<file path="src/rtl/bp_pht_scheduler_pkg.sv">
// Shared types and helpers for the PHT scheduler: 2-bit counter encodings,
// the sequencer state enum, the saturating counter update and PC-to-index mapping.
package bp_pkg;

    localparam logic [1:0] SNT = 2'b00;
    localparam logic [1:0] WNT = 2'b01;
    localparam logic [1:0] WT  = 2'b10;
    localparam logic [1:0] ST  = 2'b11;

    typedef enum logic [1:0] {
        S_INIT   = 2'd0,
        S_IDLE   = 2'd1,
        S_UPD_WR = 2'd2
    } bp_state_e;

    // Saturating 2-bit counter step toward the resolved outcome.
    function automatic logic [1:0] bp_sat_update(input logic [1:0] ctr, input logic taken);
        logic [1:0] v_next;
        if (taken) begin
            v_next = (ctr == ST) ? ST : ctr + 2'd1;
        end else begin
            v_next = (ctr == SNT) ? SNT : ctr - 2'd1;
        end
        return v_next;
    endfunction

    // Word-aligned PC to table index; the caller narrows the result to idx_w bits.
    function automatic logic [31:0] bp_index(input logic [31:0] pc, input int unsigned idx_w);
        logic [31:0] v_mask;
        v_mask = (32'd1 << idx_w) - 32'd1;
        return (pc >> 2) & v_mask;
    endfunction

endpackage

</file>
<file path="src/rtl/bp_pht_scheduler_if.sv">
// Request/response and PHT RAM port bundle for bp_pht_scheduler.
// slave  : the scheduler side.
// master : fetch/execute plus the RAM macro (the RAM read data is driven from this side).
interface bp_pht_scheduler_if #(
    parameter int IDX_W = 6
);
    logic             lk_valid;
    logic             lk_ready;
    logic [31:0]      lk_pc;
    logic             lk_rsp_valid;
    logic             lk_pred;
    logic             upd_valid;
    logic             upd_ready;
    logic [31:0]      upd_pc;
    logic             upd_taken;
    logic             tbl_en;
    logic             tbl_we;
    logic [IDX_W-1:0] tbl_addr;
    logic [1:0]       tbl_wdata;
    logic [1:0]       tbl_rdata;
    logic             init_done;

    modport master (
        output lk_valid, lk_pc, upd_valid, upd_pc, upd_taken, tbl_rdata,
        input  lk_ready, lk_rsp_valid, lk_pred, upd_ready,
        input  tbl_en, tbl_we, tbl_addr, tbl_wdata, init_done
    );

    modport slave (
        input  lk_valid, lk_pc, upd_valid, upd_pc, upd_taken, tbl_rdata,
        output lk_ready, lk_rsp_valid, lk_pred, upd_ready,
        output tbl_en, tbl_we, tbl_addr, tbl_wdata, init_done
    );
endinterface

</file>
<file path="src/rtl/bp_pht_scheduler_fifo.sv">
// bp_upd_fifo: small FIFO holding resolved-branch updates {index, taken}.
// Pointers carry one extra wrap bit so full and empty are distinguishable.
// Storage is not reset; flushing is done by clearing the pointers.
module bp_upd_fifo #(
    parameter int DEPTH = 4,
    parameter int IDX_W = 6
) (
    input  logic             clk,
    input  logic             reset_n,
    input  logic             i_push,
    input  logic [IDX_W-1:0] i_idx,
    input  logic             i_taken,
    input  logic             i_pop,
    output logic             o_full,
    output logic             o_empty,
    output logic [IDX_W-1:0] o_head_idx,
    output logic             o_head_taken
);
    localparam int AW = $clog2(DEPTH);

    logic [AW:0]      r_wr_ptr;
    logic [AW:0]      r_rd_ptr;
    logic [IDX_W-1:0] r_mem_idx   [DEPTH];
    logic             r_mem_taken [DEPTH];
    logic             w_push;
    logic             w_pop;

    assign o_empty      = (r_wr_ptr == r_rd_ptr);
    assign o_full       = (r_wr_ptr[AW] != r_rd_ptr[AW]) &&
                          (r_wr_ptr[AW-1:0] == r_rd_ptr[AW-1:0]);
    assign w_push       = i_push && !o_full;
    assign w_pop        = i_pop && !o_empty;
    assign o_head_idx   = r_mem_idx[r_rd_ptr[AW-1:0]];
    assign o_head_taken = r_mem_taken[r_rd_ptr[AW-1:0]];

    // Pointer update; push and pop in the same cycle both take effect.
    always_ff @(posedge clk or negedge reset_n) begin
        if (!reset_n) begin
            r_wr_ptr <= '0;
            r_rd_ptr <= '0;
        end else begin
            if (w_push) r_wr_ptr <= r_wr_ptr + (AW+1)'(1);
            if (w_pop)  r_rd_ptr <= r_rd_ptr + (AW+1)'(1);
        end
    end

    // Entry storage, written at the tail on push.
    always_ff @(posedge clk) begin
        if (w_push) begin
            r_mem_idx[r_wr_ptr[AW-1:0]]   <= i_idx;
            r_mem_taken[r_wr_ptr[AW-1:0]] <= i_taken;
        end
    end
endmodule

</file>
<file path="src/rtl/bp_pht_scheduler.sv">
// bp_pht_scheduler: single-port 2-bit PHT sequencer. Sweeps the table to
// weakly-taken after reset, then arbitrates fetch lookups (priority) against
// buffered resolve updates applied as read-modify-write.
// Optional build macro: BP_STARVE_GUARD_EN - after STARVE_LIMIT consecutive
// lookup grants with updates pending, one update is forced through.
//
// state    | meaning
// ---------+----------------------------------------------------------
// S_INIT   | writing WT to entry init_cnt, one entry per cycle
// S_IDLE   | serve lookup read, else issue head update's read, else idle
// S_UPD_WR | write saturated counter for head update and pop it
module bp_pht_scheduler
    import bp_pkg::*;
#(
    parameter int TABLE_SIZE   = 64,
    parameter int UPD_DEPTH    = 4,
    parameter int STARVE_LIMIT = 8
) (
    input  logic              clk,
    input  logic              reset_n,
    bp_pht_scheduler_if.slave bus
);
    localparam int IDX_W = $clog2(TABLE_SIZE);

    bp_state_e        r_state;
    logic [IDX_W-1:0] r_init_cnt;
    logic             r_init_done;
    logic             r_rsp_valid;
    logic             r_pred_hold;

    logic [IDX_W-1:0] w_lk_idx;
    logic [IDX_W-1:0] w_upd_idx;
    logic             w_fifo_full;
    logic             w_fifo_empty;
    logic [IDX_W-1:0] w_head_idx;
    logic             w_head_taken;
    logic             w_push;
    logic             w_pop;
    logic             w_lk_block;
    logic             w_lk_grant;
    logic             w_upd_rd;
    logic             w_tbl_en;
    logic             w_tbl_we;
    logic [IDX_W-1:0] w_tbl_addr;
    logic [1:0]       w_tbl_wdata;

    assign w_lk_idx  = IDX_W'(bp_index(bus.lk_pc, IDX_W));
    assign w_upd_idx = IDX_W'(bp_index(bus.upd_pc, IDX_W));
    assign w_push    = bus.upd_valid && !w_fifo_full;
    assign w_pop     = (r_state == S_UPD_WR);

    bp_upd_fifo #(
        .DEPTH (UPD_DEPTH),
        .IDX_W (IDX_W)
    ) u_upd_fifo (
        .clk          (clk),
        .reset_n      (reset_n),
        .i_push       (w_push),
        .i_idx        (w_upd_idx),
        .i_taken      (bus.upd_taken),
        .i_pop        (w_pop),
        .o_full       (w_fifo_full),
        .o_empty      (w_fifo_empty),
        .o_head_idx   (w_head_idx),
        .o_head_taken (w_head_taken)
    );

`ifdef BP_STARVE_GUARD_EN
    localparam int SC_W = $clog2(STARVE_LIMIT + 1);

    logic [SC_W-1:0] r_starve_cnt;

    assign w_lk_block = !w_fifo_empty && (r_starve_cnt == SC_W'(STARVE_LIMIT));

    // Count lookup grants made while updates wait; reset once an update gets the port.
    always_ff @(posedge clk or negedge reset_n) begin
        if (!reset_n) begin
            r_starve_cnt <= '0;
        end else if (w_upd_rd || w_fifo_empty) begin
            r_starve_cnt <= '0;
        end else if (w_lk_grant) begin
            r_starve_cnt <= r_starve_cnt + SC_W'(1);
        end
    end
`else
    assign w_lk_block = 1'b0;
`endif

    // Port arbitration in IDLE: lookup first unless the starve guard has tripped.
    always_comb begin
        w_lk_grant = 1'b0;
        w_upd_rd   = 1'b0;
        if (r_state == S_IDLE) begin
            if (bus.lk_valid && !w_lk_block) begin
                w_lk_grant = 1'b1;
            end else if (!w_fifo_empty) begin
                w_upd_rd = 1'b1;
            end
        end
    end

    // PHT port drive; everything is held quiet while reset is asserted so an
    // in-flight update write cannot land.
    always_comb begin
        w_tbl_en    = 1'b0;
        w_tbl_we    = 1'b0;
        w_tbl_addr  = '0;
        w_tbl_wdata = '0;
        case (r_state)
            S_INIT: begin
                w_tbl_en    = 1'b1;
                w_tbl_we    = 1'b1;
                w_tbl_addr  = r_init_cnt;
                w_tbl_wdata = WT;
            end
            S_IDLE: begin
                if (w_lk_grant) begin
                    w_tbl_en   = 1'b1;
                    w_tbl_addr = w_lk_idx;
                end else if (w_upd_rd) begin
                    w_tbl_en   = 1'b1;
                    w_tbl_addr = w_head_idx;
                end
            end
            S_UPD_WR: begin
                w_tbl_en    = 1'b1;
                w_tbl_we    = 1'b1;
                w_tbl_addr  = w_head_idx;
                w_tbl_wdata = bp_sat_update(bus.tbl_rdata, w_head_taken);
            end
            default: ;
        endcase
        if (!reset_n) begin
            w_tbl_en    = 1'b0;
            w_tbl_we    = 1'b0;
            w_tbl_addr  = '0;
            w_tbl_wdata = '0;
        end
    end

    // Sequencer state, init sweep counter and registered lookup response.
    always_ff @(posedge clk or negedge reset_n) begin
        if (!reset_n) begin
            r_state     <= S_INIT;
            r_init_cnt  <= '0;
            r_init_done <= 1'b0;
            r_rsp_valid <= 1'b0;
            r_pred_hold <= 1'b0;
        end else begin
            r_rsp_valid <= w_lk_grant;
            if (r_rsp_valid) r_pred_hold <= bus.tbl_rdata[1];
            case (r_state)
                S_INIT: begin
                    r_init_cnt <= r_init_cnt + IDX_W'(1);
                    if (r_init_cnt == IDX_W'(TABLE_SIZE - 1)) begin
                        r_state     <= S_IDLE;
                        r_init_done <= 1'b1;
                    end
                end
                S_IDLE: begin
                    if (w_upd_rd) r_state <= S_UPD_WR;
                end
                S_UPD_WR: begin
                    r_state <= S_IDLE;
                end
                default: begin
                    r_state <= S_INIT;
                end
            endcase
        end
    end

    // RAM read data arrives the cycle after the read, so the prediction is
    // passed straight through in the response cycle and held afterwards.
    assign bus.lk_pred      = r_rsp_valid ? bus.tbl_rdata[1] : r_pred_hold;
    assign bus.lk_rsp_valid = r_rsp_valid;
    assign bus.lk_ready     = (r_state == S_IDLE) && !w_lk_block;
    assign bus.upd_ready    = !w_fifo_full;
    assign bus.init_done    = r_init_done;
    assign bus.tbl_en       = w_tbl_en;
    assign bus.tbl_we       = w_tbl_we;
    assign bus.tbl_addr     = w_tbl_addr;
    assign bus.tbl_wdata    = w_tbl_wdata;
endmodule

</file>
<file path="src/flat_wrapper.sv">
// flat-port wrapper written by rule: the top's interface ports become plain ports
module bp_pht_scheduler_flat import bp_pkg::*;
#(
    parameter int TABLE_SIZE   = 64,
    parameter int UPD_DEPTH    = 4,
    parameter int STARVE_LIMIT = 8
)
  (clk, reset_n, bus_lk_valid, bus_lk_pc, bus_upd_valid, bus_upd_pc, bus_upd_taken, bus_tbl_rdata, bus_lk_ready, bus_lk_rsp_valid, bus_lk_pred, bus_upd_ready, bus_tbl_en, bus_tbl_we, bus_tbl_addr, bus_tbl_wdata, bus_init_done);
  bp_pht_scheduler_if #(.IDX_W(6)) bus_i ();
  input  logic clk;
  input  logic reset_n;
  input wire logic [$bits(bus_i.lk_valid)-1:0] bus_lk_valid;
  input wire logic [$bits(bus_i.lk_pc)-1:0] bus_lk_pc;
  input wire logic [$bits(bus_i.upd_valid)-1:0] bus_upd_valid;
  input wire logic [$bits(bus_i.upd_pc)-1:0] bus_upd_pc;
  input wire logic [$bits(bus_i.upd_taken)-1:0] bus_upd_taken;
  input wire logic [$bits(bus_i.tbl_rdata)-1:0] bus_tbl_rdata;
  output wire logic [$bits(bus_i.lk_ready)-1:0] bus_lk_ready;
  output wire logic [$bits(bus_i.lk_rsp_valid)-1:0] bus_lk_rsp_valid;
  output wire logic [$bits(bus_i.lk_pred)-1:0] bus_lk_pred;
  output wire logic [$bits(bus_i.upd_ready)-1:0] bus_upd_ready;
  output wire logic [$bits(bus_i.tbl_en)-1:0] bus_tbl_en;
  output wire logic [$bits(bus_i.tbl_we)-1:0] bus_tbl_we;
  output wire logic [$bits(bus_i.tbl_addr)-1:0] bus_tbl_addr;
  output wire logic [$bits(bus_i.tbl_wdata)-1:0] bus_tbl_wdata;
  output wire logic [$bits(bus_i.init_done)-1:0] bus_init_done;
  assign bus_i.lk_valid = bus_lk_valid;
  assign bus_i.lk_pc = bus_lk_pc;
  assign bus_i.upd_valid = bus_upd_valid;
  assign bus_i.upd_pc = bus_upd_pc;
  assign bus_i.upd_taken = bus_upd_taken;
  assign bus_i.tbl_rdata = bus_tbl_rdata;
  assign bus_lk_ready = bus_i.lk_ready;
  assign bus_lk_rsp_valid = bus_i.lk_rsp_valid;
  assign bus_lk_pred = bus_i.lk_pred;
  assign bus_upd_ready = bus_i.upd_ready;
  assign bus_tbl_en = bus_i.tbl_en;
  assign bus_tbl_we = bus_i.tbl_we;
  assign bus_tbl_addr = bus_i.tbl_addr;
  assign bus_tbl_wdata = bus_i.tbl_wdata;
  assign bus_init_done = bus_i.init_done;
  bp_pht_scheduler #(.TABLE_SIZE(TABLE_SIZE), .UPD_DEPTH(UPD_DEPTH), .STARVE_LIMIT(STARVE_LIMIT)) u_core (.clk(clk), .reset_n(reset_n), .bus(bus_i));
endmodule
</file>
<file path="config.mk">
export PLATFORM = sky130hd
export DESIGN_NAME = bp_pht_scheduler_flat
export DESIGN_NICKNAME = d
export VERILOG_FILES = /design/src/rtl/bp_pht_scheduler_pkg.sv /design/src/rtl/bp_pht_scheduler_if.sv /design/src/rtl/bp_pht_scheduler_fifo.sv /design/src/rtl/bp_pht_scheduler.sv /design/src/flat_wrapper.sv
export SDC_FILE = /design/constraint.sdc
export NUM_CORES = 1
export LEC_CHECK = 0
export CAP_MARGIN = 0
export CORE_MARGIN = 2
export CORE_UTILIZATION = 40
export CTS_BUF_LIST = sky130_fd_sc_hd__clkbuf_4
export DETAILED_ROUTE_END_ITERATION = 7
export GPL_ROUTABILITY_DRIVEN = 0
export PLACE_DENSITY = 0.79
export SYNTH_ARGS = -nofsm -noshare
export SYNTH_HDL_FRONTEND = slang
export SYNTH_SLANG_ARGS = --single-unit
</file>
<file path="constraint.sdc">
create_clock -name clk -period 2.15 [get_ports clk]
set_clock_uncertainty 0.2 [all_clocks]
set_input_delay 0.43 -clock clk [delete_from_list [all_inputs] [get_ports clk]]
set_output_delay 0.43 -clock clk [all_outputs]
set_load 0.02 [all_outputs]
</file>
; Yosys cells after proc, flatten, opt, wreduce, memory -nomap -nowiden
; Memories as Yosys holds them, arrays and structs flattened.
; Cells that the tools add are included.
[classes]
eq_ne = 9
n_mux = 26
reduce_logical = 11
n_addsub = 5
[op_table]
columns = op, count
row1 = 6-bit 2-to-1 mux, 3
row2 = 6-bit one-hot mux with 3 select lines, 1
row3 = 1-bit 2-to-1 mux, 13
row4 = 2-bit 2-to-1 mux, 6
row5 = "3-bit by 1-bit adder with 3-bit output, second input constant", 2
row6 = "6-bit by 1-bit adder with 6-bit output, second input constant", 1
row7 = "6-bit equality test, second input constant", 1
row8 = 2-bit one-hot mux with 3 select lines, 1
row9 = "2-bit equality test, second input constant", 2
row10 = 1-bit logical AND, 4
row11 = 2-bit zero test, 2
row12 = "2-bit by 1-bit inequality test with 1-bit output, second input constant", 2
row13 = 2-bit one-hot mux with 2 select lines, 1
row14 = 2-bit AND reduction, 2
row15 = 3-bit equality test, 1
row16 = "2-bit by 1-bit adder with 2-bit output, second input constant", 1
row17 = "2-bit by 1-bit equality test with 1-bit output, second input constant", 1
row18 = 2-bit equality test, 1
row19 = 1-bit zero test, 2
row20 = 1-bit one-hot mux with 2 select lines, 1
row21 = 2-bit OR reduction, 1
row22 = "2-bit by 1-bit subtractor with 2-bit output, second input constant", 1
row23 = 1-bit inequality test, 1
[totals]
n_memories = 2
inputBits = 71
reg_bits = 17
ramBits = 28
out_inout_bits = 15
wordCells = 60
[memory_table]
columns = memory, words, width, rd, rd_ports_with_merged_regs, wr, line
row1 = u_core.u_upd_fifo.r_mem_idx, 4, 6, 1, 0, 1, bp_pht_scheduler_fifo.sv:23  ; logic [IDX_W-1:0] r_mem_idx [DEPTH];
row2 = u_core.u_upd_fifo.r_mem_taken, 4, 1, 1, 0, 1, bp_pht_scheduler_fifo.sv:24  ; logic r_mem_taken [DEPTH];

; Depth between registers and ports, before layout
; Gate-level depths: netlist (run 1).
[depth]
word_depth = 8
ltp_mapped = 5

; Hierarchy
; From an unflattened synthesis (run 1), not the netlist that was laid out.
[hier_totals]
cells_unflattened = 156
hier_area_um2 = 2193.4
[by_module_without_submodules]
columns = mod, instances, area_per_inst_um2, seq_area_each_um2, cells_each
row1 = bp_upd_fifo, 1, 1486.4, 991.0, 85
row2 = bp_pht_scheduler, 1, 706.9, 275.3, 71

; Worst setup path after synthesis (run 1)
; OpenSTA, ideal clock, no wires.
[synth_timing]
path_type = register to output
from = reg u_core.u_upd_fifo.r_rd_ptr[0]
to = out bus_tbl_wdata[0]
n_path_buf = 1
arrival_ns = 1.528
path_stages_with_launch = 5
slack_ns = -0.008
cell_sequence = dfrtp_1 -> buf_6 -> mux4_2 -> maj3_2 -> and3_1
[synth_via]
elab_chain_len = 4
[synth_rtl]
columns = element, line
row1 = "start, declared", bp_pht_scheduler_fifo.sv:22  ; logic [AW:0] r_rd_ptr;
row2 = "start signal, assigned", bp_pht_scheduler_fifo.sv:43  ; if (w_pop) r_rd_ptr <= r_rd_ptr + (AW+1)'(1);
row3 = memory read 4 x 1 bit, n/a
row4 = 2-bit 2-to-1 mux, bp_pht_scheduler_pkg.sv:19  ; if (taken) begin
row5 = 2-bit one-hot mux with 2 select lines, bp_pht_scheduler.sv:109  ; case (r_state)
row6 = 2-bit 2-to-1 mux, bp_pht_scheduler.sv:133  ; if (!reset_n) begin
row7 = "end, declared", flat_wrapper.sv:25  ; output wire logic [$bits(bus_i.tbl_wdata)-1:0] bus_tbl_wdata;
; Every way passes these cells.

; Worst setup path after layout (run 1)
; Same ends and word-level chain as after synthesis.

==> flow_metrics.env, run 1 <==
export IMPL_status="finished with violations"
export IMPL_violations="negative setup slack"
export IMPL_ys_seq_area_frac=0.616
export IMPL_start_util=0.408
export IMPL_crit_chain="mux4_2 > maj3_2 > and3_4 > buf_6"
export IMPL_multi_input_area_sq_um=788
export IMPL_final_util=0.559
export IMPL_synth_seq_cells=45
export IMPL_numCtsBuffers=5
export IMPL_p_int_mw=2.34
export IMPL_vdd_drop_max_uv=697
export IMPL_yosysWarnings=0
export IMPL_tightestPinTransition_ns=0.420
export IMPL_fmax_ghz=0.387
export IMPL_min_period_over_period=1.20
export IMPL_cts_root_buf="clkbuf_4"
export IMPL_n_antenna_cell=0
export IMPL_syn_area_sq_mm=0.00206
export IMPL_regArea_sq_mm=0.00127
export IMPL_grt_pass1_vias=1426
export IMPL_holdCritPathClass="in2async"
export IMPL_route_detailed_drc=0
export IMPL_die_area_sq_mm=0.00573
export IMPL_synth_nets=218
export IMPL_synth_cell_types=30
export IMPL_clock_path_buffers=2
export IMPL_worstPathMaxFanout=4
export IMPL_grtUsageTotal=0.163
export IMPL_drive_gt1_frac=0.386
export IMPL_grt_setup_unrepaired="true"
export IMPL_path_class="reg2out"
export IMPL_postCtsHoldBufs=0
export IMPL_setup_ws_ns=-0.435
export IMPL_nets=286
export IMPL_p_leak_nw=1.18
export IMPL_rrSetupSlack_ns=0.09
export IMPL_power_frac_clock=0.142
export IMPL_grt_max_degree=15
export IMPL_p_sw_frac=0.351
export IMPL_drtPass1Iterations=4
export IMPL_end_kind="output port"
export IMPL_p_total_mw=3.61
export IMPL_grt_ovfl_total=0
export IMPL_busiest_layer="met2"
export IMPL_path_buf_inv=1
export IMPL_via_per_inst=4.94
export IMPL_drt_iter0_markers=45
export IMPL_drv_cap=0
export IMPL_power_frac_seq=0.382
export IMPL_final_max_slew_viol_count=0
export IMPL_vias=1383
export IMPL_wl_mm=4.24
export IMPL_p_sw_mw=1.27
export IMPL_io_pins=86
export IMPL_antenna_found_initial=0
export IMPL_met3_usage=0.0437
export IMPL_cp_required_ns=1.52
export IMPL_period_needed_ns=2.59
export IMPL_grt_pass1_wl_mm=6.75
export IMPL_portBuffers=33
export IMPL_dp_hpwl_mm=3.07
export IMPL_fillers=416
export IMPL_dieHeight_um=75.7
export IMPL_crit_path_start_kind="register"
export IMPL_clock_latency_ns=0.35
export IMPL_rows=26
export IMPL_grt_use_met1=0.209
export IMPL_clk_pin_slew_ns=0.13
export IMPL_arrival_ns=1.96
export IMPL_relSlewSlack=0.719
export IMPL_crit_family="multiplexers"
export IMPL_cts_htree_levels=2
export IMPL_syn_area_per_cell_sq_um=14.6
export IMPL_die_w_um=75.7
export IMPL_p_per_area_mw_per_mm2=1280
export IMPL_syn_to_final_growth_pct=37.0
export IMPL_hold_viol=0
export IMPL_core_region_area_sq_mm=0.00504
export IMPL_ant_nets=0
export IMPL_slowest_stage="mux4_2"
export IMPL_post_drt_wl_per_cell_um=15.2
export IMPL_postSynthCellCount=141
export IMPL_p_comb_frac=0.476
export IMPL_crit_path_max_incr_delay_ns=0.54
export IMPL_met2_usage=0.278
export IMPL_numClockSinks=45
export IMPL_cts_tree="yes"
export IMPL_setup_violations=10
==> sequential cells by signal, indices dropped and copies added, names as in the netlist <==
register	flops
u_core.bus.lk_rsp_valid	1
u_core.u_upd_fifo.r_mem_taken	4
u_core.r_init_cnt	6
u_core.u_upd_fifo.r_wr_ptr	3
u_core.r_pred_hold	1
u_core.r_state	2
u_core.u_upd_fifo.r_rd_ptr	3
u_core.bus.init_done	1
u_core.u_upd_fifo.r_mem_idx	24
==> cell usage after synthesis <==
cell type / instances / area, sq um
clkbuf_1: 1 / 3.75
mux4_2: 1 / 22.5
nor2_1: 3 / 11.3
nor2b_1: 2 / 12.5
o21ai_2: 1 / 8.76
mux2_2: 4 / 45.0
nand4_1: 2 / 12.5
edfxtp_1: 28 / 841
ha_1: 6 / 75.1
o21ai_0: 1 / 5.00
a31oi_1: 2 / 12.5
xor2_1: 3 / 26.3
inv_1: 11 / 41.3
a41o_1: 1 / 10.0
nand3_1: 2 / 10.0
maj3_2: 1 / 11.3
o22ai_1: 7 / 43.8
xnor2_1: 9 / 78.8
buf_2: 1 / 5.00
o311a_1: 1 / 10.0
a21oi_1: 7 / 35.0
nand3b_1: 1 / 7.51
buf_6: 1 / 11.3
a311oi_2: 1 / 15.0
and2_1: 2 / 12.5
nand2_1: 5 / 18.8
nand2b_1: 2 / 12.5
mux4_1: 6 / 158
and3_1: 12 / 75.1
dfrtp_1: 17 / 425
==> routing by layer <==
metal  share of wire  up-vias
li1                -      662
met5               0        -
met3           0.043        7
met2            0.49       34
met4           0.014        0
met1            0.45      680
==> final cells by class <==
class / instances / area share
repair buffers: 64 / 0.197
clock inverters: 3 / 0.0147
multi-input cells: 82 / 0.280
clock buffers: 5 / 0.0133
flip-flops and latches: 45 / 0.450
inverters: 11 / 0.0147
well taps: 70 / 0.0311
==> power groups by stage <==
stage               clock network [mW]  registers [mW]  logic, mW
floorplan                            0            1.35      0.895
global placement                     0            1.36       1.52
detailed placement                   0            1.37       1.55
CTS                              0.528            1.36       1.55
global route                     0.560            1.41       1.87
finish                           0.512            1.38       1.72
==> cells by family (layout without fill, tap and decap cells) <==
| group | after synthesis | in the layout | synth area share |
|---|---|---|---|
| DFF | 45 | 45 | 0.616 |
| and+or+nand+nor | 31 | 31 | 0.0839 |
| AOI/OAI and AO/OA | 21 | 21 | 0.0681 |
| buffers and inverters | 14 | 83 | 0.0298 |
| xor gates and xnor gates | 12 | 12 | 0.0511 |
| muxes | 11 | 11 | 0.109 |
| adders and majority gates | 7 | 7 | 0.0420 |
==> cell usage in the layout, fill, tap and decap left out, types with 3 or more instances in the layout <==
cell / Yosys / routed
buf_4: 0 / 29
edfxtp_1: 28 / 28
clkdlybuf4s50_1: 0 / 19
dfrtp_1: 17 / 16
inv_1: 11 / 8
and3_1: 12 / 8
a21oi_1: 7 / 7
buf_6: 1 / 7
mux4_2: 1 / 6
xnor2_1: 9 / 6
ha_1: 6 / 6
o22ai_2: 0 / 5
nand2_1: 5 / 5
clkbuf_4: 0 / 5
buf_2: 1 / 5
mux2_2: 4 / 4
xnor2_2: 0 / 3
inv_2: 0 / 3
and3_2: 0 / 3
nor2_1: 3 / 3
xor2_1: 3 / 3
==> worst paths after layout <==
check	start	end	cells after the start
min in group clk	u_core.r_init_cnt[5]$_DFFE_PN0P_	u_core.r_init_cnt[5]$_DFFE_PN0P_	1
max	u_core.u_upd_fifo.r_rd_ptr[0]$_DFFE_PN0P_	bus_tbl_wdata[0]	4
max in group asynchronous	reset_n	u_core.u_upd_fifo.r_rd_ptr[0]$_DFFE_PN0P_	3
min	reset_n	u_core.r_init_cnt[3]$_DFFE_PN0P_	2
max reg2reg	u_core.u_upd_fifo.r_rd_ptr[2]$_DFFE_PN0P_	u_core.u_upd_fifo.r_mem_idx[2][5]$_DFFE_PP_	5
min reg2reg	u_core.r_init_cnt[5]$_DFFE_PN0P_	u_core.r_init_cnt[5]$_DFFE_PN0P_	1
==> stage by stage <==
| stage | hold WS, ns | area (sq um) | TNS (ns) | setup slack (ns) | instances |
|---|---|---|---|---|---|
| after floorplan | -0.0656 | 2060 | 0 | 0.00835 | 141 |
| after global placement | 0.272 | 2680 | -5.93 | -0.674 | 268 |
| after detailed placement | 0.273 | 2680 | -6.21 | -0.754 | 268 |
| after CTS | 0.166 | 2740 | -3.83 | -0.467 | 277 |
| after global routing | 0.170 | 2820 | -4.08 | -0.530 | 280 |
| final | 0.181 | 2820 | -3.13 | -0.435 | 280 |
==> worst reg2reg max path, stage by stage (launching register included) <==
cell and delay, ns:
dfrtp_1 0.44, xnor2_2 0.22, buf_4 0.16, nand3b_1 0.20, buf_4 0.15, and3_1 0.37
==> what timing repair did <==
action | CTS | global route
resized for setup | 53 | 32
setup endpoints to repair | 13 | 32
endpoints found under the hold margin | 0 | 0
buffers inserted | 1 | 3
pin swaps | 3 | 6
No activity file was read; power rests on OpenSTA's default activity.
==> inputs of run 2 (changes only) <==
--- a/config.mk
+++ b/config.mk
@@ -5,13 +5,13 @@
 export SDC_FILE = /design/constraint.sdc
 export NUM_CORES = 1
 export LEC_CHECK = 0
-export CAP_MARGIN = 0
 export CORE_MARGIN = 2
 export CORE_UTILIZATION = 40
 export CTS_BUF_LIST = sky130_fd_sc_hd__clkbuf_4
 export DETAILED_ROUTE_END_ITERATION = 7
 export GPL_ROUTABILITY_DRIVEN = 0
 export PLACE_DENSITY = 0.79
+export SLEW_MARGIN = 0
 export SYNTH_ARGS = -nofsm -noshare
 export SYNTH_HDL_FRONTEND = slang
 export SYNTH_SLANG_ARGS = --single-unit
==> results of run 2 <==
Same layout as run 1: the final DEF is identical, and so are final timing and power.
